File: src/rtl/fifo_wr_arbiter.sv
`default_nettype none
// ============================================================================
// Module   : fifo_wr_arbiter
// Purpose  : Round-robin arbiter that shares one FIFO write port between
//            NUM_REQ requesters.  The winner owns the port for a tenure of
//            up to BURST_LEN writes.  The tenure ends early if the owner
//            drops its request.  Writes stall while the FIFO reports full.
//            At least one idle cycle always separates two tenures.
// Ports    : wr_clk     - write-domain clock (rising edge)
//            wr_rst     - asynchronous active-low reset
//            req        - per-requester level request
//            req_data   - packed write data, slice i belongs to requester i
//            fifo_full  - FIFO full flag (combinational, same domain)
//            gnt        - one-hot grant to the current owner, 0 when idle
//            req_ack    - one-hot pulse: owner's data word written this cycle
//            wr_en      - FIFO write enable
//            wr_data    - FIFO write data (0 when idle)
//            owner      - index of current owner, valid while busy
//            busy       - a tenure is in progress
// Revision : 1.0 - initial release
// ============================================================================
module fifo_wr_arbiter #(
    parameter int NUM_REQ    = 4,
    parameter int DATA_WIDTH = 8,
    parameter int BURST_LEN  = 4
) (
    input  logic                          wr_clk,
    input  logic                          wr_rst,
    input  logic [NUM_REQ-1:0]            req,
    input  logic [NUM_REQ*DATA_WIDTH-1:0] req_data,
    input  logic                          fifo_full,
    output logic [NUM_REQ-1:0]            gnt,
    output logic [NUM_REQ-1:0]            req_ack,
    output logic                          wr_en,
    output logic [DATA_WIDTH-1:0]         wr_data,
    output logic [2:0]                    owner,
    output logic                          busy
);

    localparam logic [0:0] c_idle      = 1'b0;
    localparam logic [0:0] c_own       = 1'b1;
    localparam logic [3:0] c_last_beat = 4'(BURST_LEN - 1);
    // Last owner resets to the top index so requester 0 wins the first search.
    localparam logic [2:0] c_init_last = 3'(NUM_REQ - 1);

    logic [0:0]            r_state;
    logic [0:0]            w_state_nxt;
    logic [2:0]            r_owner;
    logic [2:0]            r_last_owner;
    logic [3:0]            r_beat;
    logic [2:0]            w_sel;
    logic                  w_sel_vld;
    logic [NUM_REQ-1:0]    w_owner_oh;
    logic                  w_busy;
    logic                  w_owner_req;
    logic                  w_wr_en;
    logic                  w_release;
    logic [DATA_WIDTH-1:0] w_wr_data;

    generate
        for (genvar gi = 0; gi < NUM_REQ; gi++) begin : g_owner_oh
            assign w_owner_oh[gi] = (r_owner == 3'(gi));
        end
    endgenerate

    assign w_busy      = (r_state == c_own);
    assign w_owner_req = |(req & w_owner_oh);
    assign w_wr_en     = w_busy && w_owner_req && !fifo_full;
    // A tenure ends when the owner withdraws, or on the write of its last beat.
    assign w_release   = w_busy && (!w_owner_req || (w_wr_en && (r_beat == c_last_beat)));

    // Round-robin search: candidate k steps past the last owner, wrapping.
    always_comb begin
        w_sel     = 3'd0;
        w_sel_vld = 1'b0;
        for (int k = 1; k <= NUM_REQ; k++) begin
            for (int i = 0; i < NUM_REQ; i++) begin
                if (!w_sel_vld && req[i] &&
                    (i == ((int'(r_last_owner) + k) % NUM_REQ))) begin
                    w_sel     = 3'(i);
                    w_sel_vld = 1'b1;
                end
            end
        end
    end

    always_comb begin
        w_wr_data = '0;
        for (int i = 0; i < NUM_REQ; i++) begin
            if (w_busy && w_owner_oh[i]) begin
                w_wr_data = req_data[i*DATA_WIDTH +: DATA_WIDTH];
            end
        end
    end

    always_comb begin
        w_state_nxt = r_state;
        case (r_state)
            c_idle:  if (w_sel_vld) w_state_nxt = c_own;
            c_own:   if (w_release) w_state_nxt = c_idle;
            default: w_state_nxt = c_idle;
        endcase
    end

    always_ff @(posedge wr_clk or negedge wr_rst) begin
        if (!wr_rst) begin
            r_state <= c_idle;
        end else begin
            r_state <= w_state_nxt;
        end
    end

    always_ff @(posedge wr_clk or negedge wr_rst) begin
        if (!wr_rst) begin
            r_owner      <= 3'd0;
            r_last_owner <= c_init_last;
            r_beat       <= 4'd0;
        end else begin
            if (!w_busy && w_sel_vld) begin
                r_owner <= w_sel;
                r_beat  <= 4'd0;
            end else if (w_wr_en) begin
                r_beat <= r_beat + 4'd1;
            end
            if (w_release) begin
                r_last_owner <= r_owner;
            end
        end
    end

    assign busy    = w_busy;
    assign owner   = r_owner;
    assign gnt     = w_busy ? w_owner_oh : '0;
    assign req_ack = w_wr_en ? w_owner_oh : '0;
    assign wr_en   = w_wr_en;
    assign wr_data = w_wr_data;

endmodule
`default_nettype wire
File: config.mk
export PLATFORM = sky130hd
export DESIGN_NAME = fifo_wr_arbiter
export DESIGN_NICKNAME = d
export VERILOG_FILES = /design/src/rtl/fifo_wr_arbiter.sv
export SDC_FILE = /design/constraint.sdc
export NUM_CORES = 1
export LEC_CHECK = 0
export ABC_AREA = 1
export CAP_MARGIN = 5
export CORE_MARGIN = 1
export CORE_UTILIZATION = 33
export DETAILED_ROUTE_END_ITERATION = 6
export GPL_ROUTABILITY_DRIVEN = 1
export PLACE_DENSITY_LB_ADDON = 0.08
export REMOVE_ABC_BUFFERS = 1
export SYNTH_ARGS = -nofsm -noshare
export SYNTH_HDL_FRONTEND = slang
export SYNTH_SLANG_ARGS = --single-unit
File: constraint.sdc
create_clock -name wr_clk -period 2 [get_ports wr_clk]
set_clock_uncertainty 0.1 [all_clocks]
set_input_delay 0.4 -clock wr_clk [delete_from_list [all_inputs] [get_ports wr_clk]]
set_output_delay 0.4 -clock wr_clk [all_outputs]
set_load 0.005 [all_outputs]
==> qor.txt <==
status = complete, but fails checks
failing checks = setup timing
WS Path Type = flop to output port
Via density = 5.395
I/O pin total = 60
Root Driver = clkbuf_4
post-synthesis sequential area ratio = 23.24%
placed insts = 284
VDD IR max = 1.467 mV
die area = 3191 um^2
Synth Instances = 165
GPL Wtd Cong = 0.8219
Initial Utilization = 35.22%
Fmax = 449.0 MHz
Worst Path Required = 1.50 ns
GRT overflow = 0
critical path arrival = 1.73 ns
Crit path top cell by count = nand2_2
Synth Warn # = 0
H-tree depth = 1
final cell count without fillers = 319
drt drc = 0
synthesized flop and latch total = 9
Max Cap Viol = 0
DR vias = 1721
EDFF count, synth = 0
initial antenna violation count = 0
Synth top area share = 21.46%
CTS tree = built
max-slew violations = 0
final core occ = 84.08%
Bufs and invs on worst path = 3
Final nets = 329
Synth top cells by count = nand2_1 (56), nor2_1 (18), inv_1 (17)
vias in the first global route = 1713
Clock Pin Slew Worst Setup and Hold Paths = 0.08 ns
worst skew pair latency = 0.28 ns
Critical Path Sink Type = output port
share of cells above drive strength 1 = 47.22%
DR WL/cell = 15.96 um
ys flop type = dfrtp_1
ranking of synthesized cells by area = nand2_1 (21%), dfrtp_1 (18%), nand3_1 (7.7%)
GRT Resource Usage Total = 31.20%
TritonCTS buffer count = 3
1st-pass router iterations = 4
critical path's top delay family = simple AND/OR/NAND/NOR gates
clock sink count = 9
Clock Path Buffers = 2
Synth Cell Area = 979.7 um^2
row cnt = 19
Area Overhead vs Synth = 138.7%
Fillers = 171
Async SR Flop Fraction = 100.0%
Die X = 56.49 um
met3 usage = 6.221%
largest net degree at the start of global routing = 10
Worst Path Max Fanout = 4
RSZ-0062 raised after global routing = true
most frequent cell after synthesis = nand2_1
antenna fix cells = 0
cells along the critical path = buf_6, nor2_4, nand2_2, o2111ai_4, nand2_2, buf_4, nor3_4, buf_2
Chip Height = 56.49 um
Min-Delay Path Class = primary input to async pin
Startpoint Class = flop
grt met2 use = 54.96%
first-pass GRT wire length = 7.748 mm
max incr delay on CP = 0.42 ns
WL final = 5.091 mm
remaining antenna violation count = 0
core area = 2781 um^2
# port buffers = 58
Period Utilization, post-route = 111.4%
P per Cell Area = 1385 nW/um^2
Critical-path top delay cell = dfrtp_1
DR iter-0 viols = 96
Final Critical Period = 2.227 ns
Cell variety after synth = 27
post-detail-place hpwl = 2.881 mm
Fin. Hold Viols = 0
largest area contributor in the netlist = nand2_1
Min Hold Slack = 0.3275 ns
syn avg cell area = 5.938 um^2
Setup WS post-layout = -0.2274 ns
grt met1 use = 36.45%
grt peak-use layer = met2
final setup vio count = 22
Lkg Pwr = 1.103 nW
[layout make-up]
type                       count  area (um^2)  share of cell area, %
timing repair buffer         121         1069                  45.69
sequential                     9        229.0                  9.791
inverter                      21        93.84                  4.013
timing repair inverter         1        8.758                 0.3745
multi-input combinational    132        873.3                  37.35
tap                           31        38.79                  1.659
clock buffer                   4        26.28                  1.124
[routing by layer]
metal | vias to the layer above | routed length (um)
met5 | - | 0
met4 | 0 | 164
met3 | 18 | 414
met2 | 108 | 2588
met1 | 805 | 1924
li1 | 790 | -
[metrics by stage]
stage / TNS (ns) / area, um^2 / setup slack [ns] / total power [mW]
after floorplan: 0 / 962.2 / 0.09964 / 1.128
after global placement: -7.209 / 1829 / -0.5808 / 2.126
after detailed placement: -8.447 / 1829 / -0.6748 / 2.164
after CTS: -1.688 / 2191 / -0.1363 / 2.856
after global routing: -4.273 / 2338 / -0.2788 / 3.412
final: -2.930 / 2338 / -0.2274 / 3.238
[layout by cell type, fill, tap and decap left out, drive strengths merged]
| cell | count |
|---|---|
| a21oi | 2 |
| ha | 1 |
| inv | 19 |
| clkdlybuf4s50 | 36 |
| o21bai | 1 |
| nor3b | 1 |
| o211ai | 1 |
| dlygate4sd2 | 7 |
| clkinv | 3 |
| dfrtp | 7 |
| buf | 77 |
| nor3 | 8 |
| nor2 | 21 |
| nand2 | 59 |
| dfstp | 2 |
| o2111ai | 1 |
| clkbuf | 5 |
| nand4 | 15 |
| xor2 | 2 |
| nand3 | 15 |
| o21ai | 4 |
| conb | 1 |
[report_power, final]
part	internal (mW)	switching (mW)
sequential	0.261	0.0887
clock	0.0775	0.0854
combinational	1.37	1.35
[repair_timing]
| action | CTS | global route |
|---|---|---|
| endpoints found under the setup margin | 26 | 26 |
| pin swaps | 19 | 12 |
| cloned | 3 | 0 |
| gates resized for setup | 122 | 29 |
| setup buffers | 26 | 3 |
| hold buffers | 0 | 0 |
| hold endpoints to repair | 0 | 0 |
[state kept, by name, summed over array words and instances, names as in the netlist]
name	count
r_beat	4
r_last_owner	2
busy	1
owner	2
[kinds of logic after synthesis]
kind of cell | count (synthesis) | share of synthesized area (%)
AOI/OAI and AO/OA | 9 | 6.258
xor gates and xnor gates | 2 | 1.788
adders and majority gates | 1 | 1.277
buffers and inverters | 24 | 9.835
DFF | 9 | 23.24
other | 1 | 0.3828
and+or+nand+nor | 119 | 57.22
[final timing paths]
kind,startpoint,slack [ns],cells past startpoint,endpoint
worst max register to register,r_last_owner[1],-0.16,15,owner[0]
worst max-delay path,owner[0],-0.23,8,req_ack[0]
min in group wr_clk,r_last_owner[0],0.47,2,r_last_owner[0]
worst min-delay path,wr_rst,0.33,1,r_beat[2]
worst min register to register,r_last_owner[0],0.47,2,r_last_owner[0]
max in group asynchronous,wr_rst,1.14,1,r_last_owner[1]
Power figures use the tool's default switching activity.
